## src/rtl/spike_rate_decoder.sv

```systemverilog
// Spike rate and inter-spike-interval decoder for a single LIF spike line.
// Counts rising-edge spike events per programmable window and times the gaps between them.
module spike_rate_decoder #(
    parameter int WIN_W = 8,
    parameter int CNT_W = 8,
    parameter int ISI_W = 8
) (
    input  logic             clk,
    input  logic             rst,
    input  logic             en,
    input  logic             spike_in,
    input  logic [WIN_W-1:0] window_len,
    output logic [CNT_W-1:0] rate_out,
    output logic             rate_valid,
    output logic [ISI_W-1:0] isi_out,
    output logic             isi_valid,
    output logic             overflow
);

    localparam logic [CNT_W-1:0] CNT_MAX = '1;
    localparam logic [ISI_W-1:0] ISI_MAX = '1;
    localparam logic [WIN_W-1:0] WIN_ONE = WIN_W'(1);

    logic             spk_d;
    logic             started;
    logic             seen;
    logic [WIN_W-1:0] win_cnt;
    logic [WIN_W-1:0] len_q;
    logic [WIN_W-1:0] len_new;
    logic [WIN_W-1:0] len_eff;
    logic [CNT_W-1:0] spk_cnt;
    logic [CNT_W-1:0] cnt_next;
    logic [ISI_W-1:0] isi_tmr;
    logic             spk_event;
    logic             win_last;

    assign spk_event = en & spike_in & ~spk_d;
    assign len_new   = (window_len == '0) ? WIN_ONE : window_len;
    // The very first window takes its length straight from the input.
    assign len_eff   = started ? len_q : len_new;
    assign win_last  = en & (win_cnt == (len_eff - WIN_ONE));
    assign cnt_next  = (spk_event && spk_cnt != CNT_MAX) ?
                       spk_cnt + 1'b1 : spk_cnt;

    always_ff @(posedge clk or posedge rst) begin
        if (rst) begin
            spk_d      <= 1'b0;
            started    <= 1'b0;
            seen       <= 1'b0;
            win_cnt    <= '0;
            len_q      <= WIN_ONE;
            spk_cnt    <= '0;
            isi_tmr    <= '0;
            rate_out   <= '0;
            rate_valid <= 1'b0;
            isi_out    <= '0;
            isi_valid  <= 1'b0;
            overflow   <= 1'b0;
        end else begin
            spk_d      <= spike_in;
            rate_valid <= 1'b0;
            isi_valid  <= 1'b0;
            if (en) begin
                started <= 1'b1;
                if (!started) begin
                    len_q <= len_new;
                end
                if (win_last) begin
                    rate_out   <= cnt_next;
                    rate_valid <= 1'b1;
                    spk_cnt    <= '0;
                    win_cnt    <= '0;
                    len_q      <= len_new;
                    if (cnt_next == CNT_MAX) begin
                        overflow <= 1'b1;
                    end
                end else begin
                    spk_cnt <= cnt_next;
                    win_cnt <= win_cnt + WIN_ONE;
                end
                if (spk_event) begin
                    isi_tmr <= ISI_W'(1);
                    seen    <= 1'b1;
                    if (seen) begin
                        isi_out   <= isi_tmr;
                        isi_valid <= 1'b1;
                        if (isi_tmr == ISI_MAX) begin
                            overflow <= 1'b1;
                        end
                    end
                end else if (isi_tmr != ISI_MAX) begin
                    isi_tmr <= isi_tmr + 1'b1;
                end
            end
        end
    end

endmodule
```

## config.mk

```make
export PLATFORM = sky130hd
export DESIGN_NAME = spike_rate_decoder
export DESIGN_NICKNAME = d
export VERILOG_FILES = /design/src/rtl/spike_rate_decoder.sv
export SDC_FILE = /design/constraint.sdc
export NUM_CORES = 1
export LEC_CHECK = 0
export CAP_MARGIN = 20
export CORE_MARGIN = 8
export CORE_UTILIZATION = 46
export DETAILED_ROUTE_END_ITERATION = 16
export GPL_ROUTABILITY_DRIVEN = 1
export PLACE_DENSITY_LB_ADDON = 0.2
export RECOVER_POWER = 25
export SYNTH_ARGS = -nofsm -noshare
export SYNTH_HDL_FRONTEND = slang
export SYNTH_SLANG_ARGS = --single-unit
```

## constraint.sdc

```tcl
create_clock -name clk -period 2.7 [get_ports clk]
set_clock_uncertainty 0.1 [all_clocks]
set_input_delay 0.54 -clock clk [delete_from_list [all_inputs] [get_ports clk]]
set_output_delay 0.54 -clock clk [all_outputs]
set_load 0.02 [all_outputs]
```

After elaboration in Yosys (flattened, before gate mapping)
Index checks and enable logic that the tools add are counted.

word-level totals
  flip-flop bits (word level) = 54
  input port bits = 12
  output and inout bits = 19
  logic and storage cells = 50

cells by class
  add/sub/neg operators = 4
  equality and inequality tests = 5
  mux-type cells = 18
  bitwise logic cells = 4
  reductions and logical operators = 7

operator list
  cell                                                                 number
  8-bit two-way mux                                                    8
  8-bit by 1-bit adder with 8-bit output (second input constant)       3
  8-bit == test (second input constant)                                2
  8-bit inequality test (second input constant)                        2
  1-bit two-way mux                                                    10
  8-bit == test                                                        1
  8-bit zero test                                                      1
  8-bit by 1-bit subtractor with 8-bit output (second input constant)  1
  2-bit AND reduction                                                  3
  1-bit bitwise AND                                                    3
  3-bit AND reduction                                                  1
  2-bit nonzero test                                                   1
  1-bit logical AND                                                    1
  1-bit NOT                                                            1

Longest topological paths before layout
Gate-level depths: netlist (run 1).

  word-level depth = 10
  depth in mapped cells = 12

Worst setup path after synthesis (run 1)
No wires, ideal clock.

  kind = input to register
  start = input window_len[4]
  end = register rate_out[6]
  library setup time = 0.128 ns
  data arrival time = 3.073 ns
  required time = 2.472 ns
  setup slack = -0.601 ns
  stages = 9
  cells stage by stage = or4_4 -> o21a_1 -> or2_2 -> ha_1 -> xnor2_1 -> xnor2_1 -> o2111ai_4 -> nor3_4 -> mux2_1

on the way
  cells in the longest elaborated chain, start to end = 7

RTL lines
  item                                           line  source
  from (decl)                                    12    input logic [WIN_W-1:0] window_len,
  8-bit zero test                                38    assign len_new = (window_len == '0) ? WIN_ONE : window_len;
  8-bit two-way mux *                            38
  8-bit two-way mux *                            --
  8-bit by 1-bit subtractor with 8-bit output *  41    assign win_last = en & (win_cnt == (len_eff - WIN_ONE));
  8-bit == test *                                41
  1-bit bitwise AND *                            41
  2-bit AND reduction (no source line) *         --
  to (signal assigned)                           69    rate_out <= cnt_next;
  to (decl)                                      13    output logic [CNT_W-1:0] rate_out,

Every way passes the cells marked *; elsewhere a longest branch is shown, timed or not.
A chain may end at the register's enable or synchronous reset.

Final worst setup path (run 1)
  start = input window_len[4]
  end = register len_q[5]

on the way
  cells in the longest elaborated chain, start to end = 7

RTL lines
  item                                         line  source
  8-bit zero test                              38
  8-bit two-way mux *                          38
  8-bit two-way mux                            65    if (!started) begin
  8-bit by 1-bit subtractor with 8-bit output  41
  8-bit == test                                41
  1-bit bitwise AND                            41
  8-bit two-way mux *                          68    if (win_last) begin
  to (signal assigned)                         66    len_q <= len_new;
  to (signal assigned)                         73    len_q <= len_new;
  to (decl)                                    28    logic [WIN_W-1:0] len_q;

Marks and branches as above.

==> results.sh, run 1 <==
export IMPL_multi_input_area_mm2=0.001735
export IMPL_boundaryPins=31
export IMPL_drtIter0Drc=122
export IMPL_cts_buffers=5
export IMPL_root_buffer="clkbuf_8"
export IMPL_core_mm2=0.006386
export IMPL_io_buffers=30
export IMPL_start_util=0.4802
export IMPL_regArea_mm2=0.001353
export IMPL_die_h_um=97.65
export IMPL_htreeDepth=2
export IMPL_yosys_cell_types_count=52
export IMPL_hold_violations=0
export IMPL_max_clock_freq_mhz=354.5
export IMPL_synthArstFlopShare=1.000
export IMPL_antennaDiodeCount=0
export IMPL_yosys_top_cells_area="dfrtp_1 (43%), mux2i_1 (4.6%), xor2_1 (4.3%)"
export IMPL_grt_pass1_vias=2578
export IMPL_gr_total_overflow=0
export IMPL_crit_type="input pin to flip-flop"
export IMPL_cts_max_path_buffers=2
export IMPL_hold_ws_ns=0.3819
export IMPL_arrival_ns=2.97
export IMPL_drive_above_1_share=0.2776
export IMPL_status="finished, violations left"
export IMPL_seq_area_frac_synth=0.4410
export IMPL_cts_clk_slew_worst_paths_ns=0.11
export IMPL_ys_ff_latch=54
export IMPL_nFillCells=508
export IMPL_critPathCaptureType="flip-flop"
export IMPL_post_drt_wl_per_cell_um=15.35
export IMPL_hold_path_class="flip-flop to flip-flop"
export IMPL_first_pass_iters=5
export IMPL_synthFlopType="dfrtp_1"
export IMPL_r2r_slack_ns=0.13
export IMPL_grt_max_degree=55
export IMPL_p_leak_nw=1.697
export IMPL_violations="setup timing"
export IMPL_syn_num_nets=320
export IMPL_tightest_slew_ns=1.336
export IMPL_yosysMostFrequentCell="dfrtp_1"
export IMPL_cts_tree="done"
export IMPL_cap_violations=0
export IMPL_power_per_cell_area_mw_per_mm2=570.4
export IMPL_finalCritPeriodShare=1.045
export IMPL_setup_viol_count_final=20
export IMPL_clk_latency_ns=0.31
export IMPL_slew_headroom=0.1090
export IMPL_final_nets=386
export IMPL_synthesis_area_mm2=0.003067
export IMPL_hpwlAfterDp_um=4920
export IMPL_grt_antenna_before_repair=0
export IMPL_ys_top_cells_by_count="dfrtp_1 (53), nand2_1 (27), nor2_1 (27), xor2_1 (15)"
export IMPL_vdd_drop_max_mv=0.5539
export IMPL_num_rows=29
export IMPL_via_per_inst=5.556
export IMPL_synth_top_area_share=0.4325
export IMPL_yosys_warnings=0
export IMPL_drc_errors=0
export IMPL_dieArea_mm2=0.009536
export IMPL_pre_cts_slack_ns=-0.9110
export IMPL_vias=2489
export IMPL_grt_use_total=0.1505
export IMPL_grt_pass1_wl_um=12270
export IMPL_synthCells=304
export IMPL_cts_sink_count=54
export IMPL_area_growth_pct=31.58
export IMPL_slew_violations=0
export IMPL_die_w_um=97.65
export IMPL_ant_nets=0
export IMPL_crit_path_max_fanout=15
export IMPL_period_minus_slack_ns=2.821
export IMPL_startpoint_type="input pin"
export IMPL_yosys_area_top_type="dfrtp_1"
export IMPL_synth_edf_count=0
export IMPL_routabilityCongestion=0.8369
export IMPL_wl_um=6879
export IMPL_worstPathRequired_ns=2.85
export IMPL_avgSynthCellArea_um2=10.09
export IMPL_worst_slack_ns=-0.1212
export IMPL_rsz0062_at_grt="true"
routing by layer:
metal / up-vias / track usage / share of wire
li1: 1222 / - / -
met1: 1213 / 0.1985 / 0.47
met2: 48 / 0.2437 / 0.48
met3: 6 / 0.03058 / 0.041
met4: 0 / 0.03846 / 0.0097
met5: - / 0 / 0
logic make-up after synthesis:
| kind of cell | Yosys count | share of synthesized area |
|---|---|---|
| and+or+nand+nor | 122 | 0.2228 |
| DFF | 54 | 0.4410 |
| AOI/OAI and AO/OA | 46 | 0.1151 |
| xor gates and xnor gates | 27 | 0.07711 |
| buffers and inverters | 26 | 0.04161 |
| muxes | 25 | 0.08609 |
| adders and majority gates | 4 | 0.01632 |
cells in the final DEF, fill, tap and decap left out, types with 3 or more instances in the layout:
cell type	Yosys	final
buf_12	0	4
buf_8	0	3
nor3_1	7	7
dlygate4sd2_1	0	3
o21ai_0	14	11
or4_4	1	4
buf_4	1	30
a21oi_1	8	8
nor2_2	0	7
nor3b_1	4	4
clkdlybuf4s50_1	0	21
o21ai_2	1	3
clkbuf_8	0	5
or4_1	8	5
nand4_1	5	5
nor2_1	27	15
mux2_2	9	9
and2_1	8	8
inv_1	13	12
xnor2_1	12	10
ha_1	4	3
a222oi_1	8	8
xor2_1	15	15
nand3_2	0	3
nor2b_1	4	4
mux2i_1	14	14
buf_6	3	5
dfrtp_1	53	53
nor2_4	0	5
nand3_1	13	10
nand2_1	27	27
flip-flops by register name, indices dropped and copies added, names as in the netlist:
signal / flops
isi_out: 8
isi_tmr: 8
len_q: 8
rate_out: 8
spk_cnt: 8
win_cnt: 8
isi_valid: 1
overflow: 1
rate_valid: 1
seen: 1
spk_d: 1
started: 1
through the flow:
stage | instances | instance area [um2] | util | setup TNS, ns | total power, mW
floorplan | 304 | 3095 | - | -11.88 | 1.473
global placement | 435 | 3741 | 0.5858 | -25.57 | 1.659
detailed placement | 435 | 3741 | 0.5858 | -27.01 | 1.684
CTS | 445 | 3889 | 0.6089 | -3.596 | 2.253
global route | 448 | 4035 | 0.6319 | -4.069 | 2.446
finish | 448 | 4035 | 0.6319 | -1.661 | 2.301
critical path: stages:
cell and delay (ns):
buf_6 0.09, or4_4 0.52, o21a_1 0.21, or2_4 0.24, ha_4 0.19, xnor2_4 0.14, xnor2_2 0.18, o2111ai_4 0.17
buf_6 0.19, or4_1 0.41, nand3_1 0.09
power by group:
| group | leakage (nW) | switching (mW) | internal (mW) |
|---|---|---|---|
| clock | 0.0504 | 0.281 | 0.276 |
| combinational | 1.02 | 0.309 | 0.336 |
| sequential | 0.631 | 0.158 | 0.941 |
| total | 1.70 | 0.748 | 1.55 |
path summary, 6_finish.rpt:
kind                            cells after the start     startpoint     endpoint
worst max-delay path                               11  window_len[4]     len_q[5]
worst min-delay path                                1           seen         seen
worst max register to register                      9        started     len_q[5]
worst min register to register                      1           seen         seen
max in group asynchronous                           3            rst   win_cnt[0]
min in group asynchronous                           3            rst  rate_out[5]
what timing repair did:
item / 4_1_cts / 5_1_grt
endpoints found under the setup margin: 34 / 34
gates resized for setup: 26 / 37
cloned: 0 / 0
pin swaps: 9 / 7
hold buffers: 0 / 0
buffers inserted: 2 / 3
final cells by class:
type	count	area share
sequential	54	0.3352
timing repair buffer	72	0.1705
inverter	13	0.01209
multi-input combinational	224	0.4301
clock inverter	3	0.01116
clock buffer	5	0.01705
tap	77	0.02388
Power figures use the tool's default switching activity.
==> inputs of run 2 (changes only) <==
--- a/config.mk
+++ b/config.mk
@@ -10,7 +10,7 @@
 export CORE_UTILIZATION = 46
 export DETAILED_ROUTE_END_ITERATION = 16
 export GPL_ROUTABILITY_DRIVEN = 1
-export PLACE_DENSITY_LB_ADDON = 0.2
+export PLACE_DENSITY = 0.76
 export RECOVER_POWER = 25
 export SYNTH_ARGS = -nofsm -noshare
 export SYNTH_HDL_FRONTEND = slang
==> run 2 against run 1 <==
The run still ends with setup timing left. Flip-flop and latch count stayed put. Register-to-register slack lost 0.11 ns. Die area stayed put. Global-route usage grew 0.92 points. Core utilization down 1.4 points. Wire length rose by 12%. Design area down 2.2%. Critical endpoint is now len_q[7]. Largest cell class unchanged. Largest power group unchanged.
==> results.sh, run 2 (same netlist as run 1, synthesis figures left out) <==
export IMPL_worstPathCellList="buf_6, or4_4, o21a_1, or2_4, ha_4, xnor2_4, xnor2_2, o2111ai_4, buf_6, or4_1, nand3_1"
export IMPL_cp_top_family="simple AND/OR/NAND/NOR gates"
export IMPL_die_h_um=97.65
export IMPL_routabilityCongestion=0.8277
export IMPL_cp_num_buf_inv=2
export IMPL_root_buffer="clkbuf_8"
export IMPL_first_pass_iters=5
export IMPL_num_rows=29
export IMPL_cts_tree="done"
export IMPL_core_mm2=0.006386
export IMPL_grt_antenna_before_repair=0
export IMPL_area_growth_pct=28.68
export IMPL_via_per_inst=5.763
export IMPL_postPlaceCellArea_mm2=0.003714
export IMPL_grt_use_total=0.1597
export IMPL_clk_latency_ns=0.32
export IMPL_drc_errors=0
export IMPL_drive_above_1_share=0.2453
export IMPL_post_drt_wl_per_cell_um=17.12
export IMPL_final_common_cell="dfrtp_1"
export IMPL_ant_nets=0
export IMPL_rsz0062_at_grt="true"
export IMPL_regArea_mm2=0.001353
export IMPL_power_total_mw=2.199
export IMPL_period_minus_slack_ns=2.843
export IMPL_worst_slack_ns=-0.1430
export IMPL_worstPathRequired_ns=2.86
export IMPL_slew_violations=0
export IMPL_utilization=0.6179
export IMPL_htreeDepth=2
export IMPL_grt_pass1_vias=2696
export IMPL_cts_sink_count=54
export IMPL_cap_violations=0
export IMPL_fin_cells=448
export IMPL_finalCritPeriodShare=1.053
export IMPL_layout_common_cells="dfrtp_1 (53), buf_4 (34), nand2_1 (27)"
export IMPL_crit_slowest_cell="or4_4"
export IMPL_drtIter0Drc=146
export IMPL_start_util=0.4802
export IMPL_violations="setup timing"
export IMPL_antennaDiodeCount=0
export IMPL_dieArea_mm2=0.009536
export IMPL_boundaryPins=31
export IMPL_hold_path_class="flip-flop to flip-flop"
export IMPL_grt_pass1_wl_um=12700
export IMPL_io_buffers=30
export IMPL_tns_ns=-2.694
export IMPL_crit_type="input pin to flip-flop"
export IMPL_place_inst=433
export IMPL_wl_um=7671
export IMPL_setup_viol_count_final=33
export IMPL_tightest_slew_ns=1.070
export IMPL_hpwlAfterDp_um=5318
export IMPL_final_nets=387
export IMPL_stdcell_area_mm2=0.003946
export IMPL_power_per_cell_area_mw_per_mm2=557.3
export IMPL_critPathCaptureType="flip-flop"
export IMPL_max_clock_freq_mhz=351.7
export IMPL_cts_max_path_buffers=2
export IMPL_crit_path_max_fanout=14
export IMPL_vdd_drop_max_mv=0.4546
export IMPL_cts_clk_slew_worst_paths_ns=0.10
export IMPL_die_w_um=97.65
export IMPL_nFillCells=519
export IMPL_status="finished, violations left"
export IMPL_p_leak_nw=1.692
export IMPL_gr_total_overflow=0
export IMPL_cts_buffers=5
export IMPL_grt_max_degree=45
export IMPL_arrival_ns=3.00
export IMPL_vias=2582
export IMPL_multi_input_area_mm2=0.001698
export IMPL_hold_violations=0
export IMPL_slowest_delay_ns=0.54
export IMPL_critPathMostFrequentCell="buf_6"
export IMPL_slew_headroom=0.2868
export IMPL_startpoint_type="input pin"
## run 2: area by class of cell
| cell class | instances | area share |
|---|---|---|
| Timing Repair Buffer | 73 | 0.1699 |
| Tap cell | 77 | 0.02441 |
| Inverter | 13 | 0.01237 |
| Clock buffer | 6 | 0.01839 |
| Multi-Input combinational cell | 224 | 0.4302 |
| Clock inverter | 1 | 0.001902 |
| Sequential cell | 54 | 0.3427 |
## run 2: path summary, 6_finish.rpt
| check | slack (ns) | from | endpoint | cells after the start |
|---|---|---|---|---|
| max reg2reg | 0.02 | started | overflow | 11 |
| min | 0.38 | seen | seen | 1 |
| min reg2reg | 0.38 | seen | seen | 1 |
| max | -0.14 | window_len[4] | len_q[7] | 11 |
| min in group asynchronous | 0.54 | rst | len_q[3] | 2 |
| max in group asynchronous | 0.57 | rst | win_cnt[6] | 3 |
## run 2: worst register-to-register path, delay by kind of cell (launching register included)
family,cells,cell delay (ns)
flops,1,0.53
simple gates,2,0.36
compound gates,4,0.79
buf+inv,5,0.80
## run 2: routing by layer
layer / global-route usage / vias to the layer above / share of wire
li1: - / 1225 / -
met1: 0.1939 / 1276 / 0.43
met5: 0 / - / 0
met4: 0.06177 / 0 / 0.017
met3: 0.03841 / 13 / 0.053
met2: 0.2649 / 68 / 0.50
## run 2: through the flow
| stage | setup WS [ns] | hold slack [ns] |
|---|---|---|
| floorplan | -0.4562 | 0.3346 |
| global placement | -0.8376 | 0.3515 |
| detailed placement | -0.9634 | 0.3585 |
| CTS | -0.1925 | 0.3706 |
| global route | -0.2199 | 0.4070 |
| finish | -0.1430 | 0.3830 |
## run 2: power breakdown
group	total [mW]	internal (mW)	switching [mW]
combinational	0.641	0.324	0.317
sequential	1.11	0.941	0.169
clock	0.448	0.179	0.270
total	2.20	1.44	0.755
## run 2: timing repair
item	4_1_cts	5_1_grt
setup endpoints to repair	34	34
hold buffers	0	0
setup buffers	6	2
pin swaps	13	1
resized for setup	37	8
gates cloned	2	0
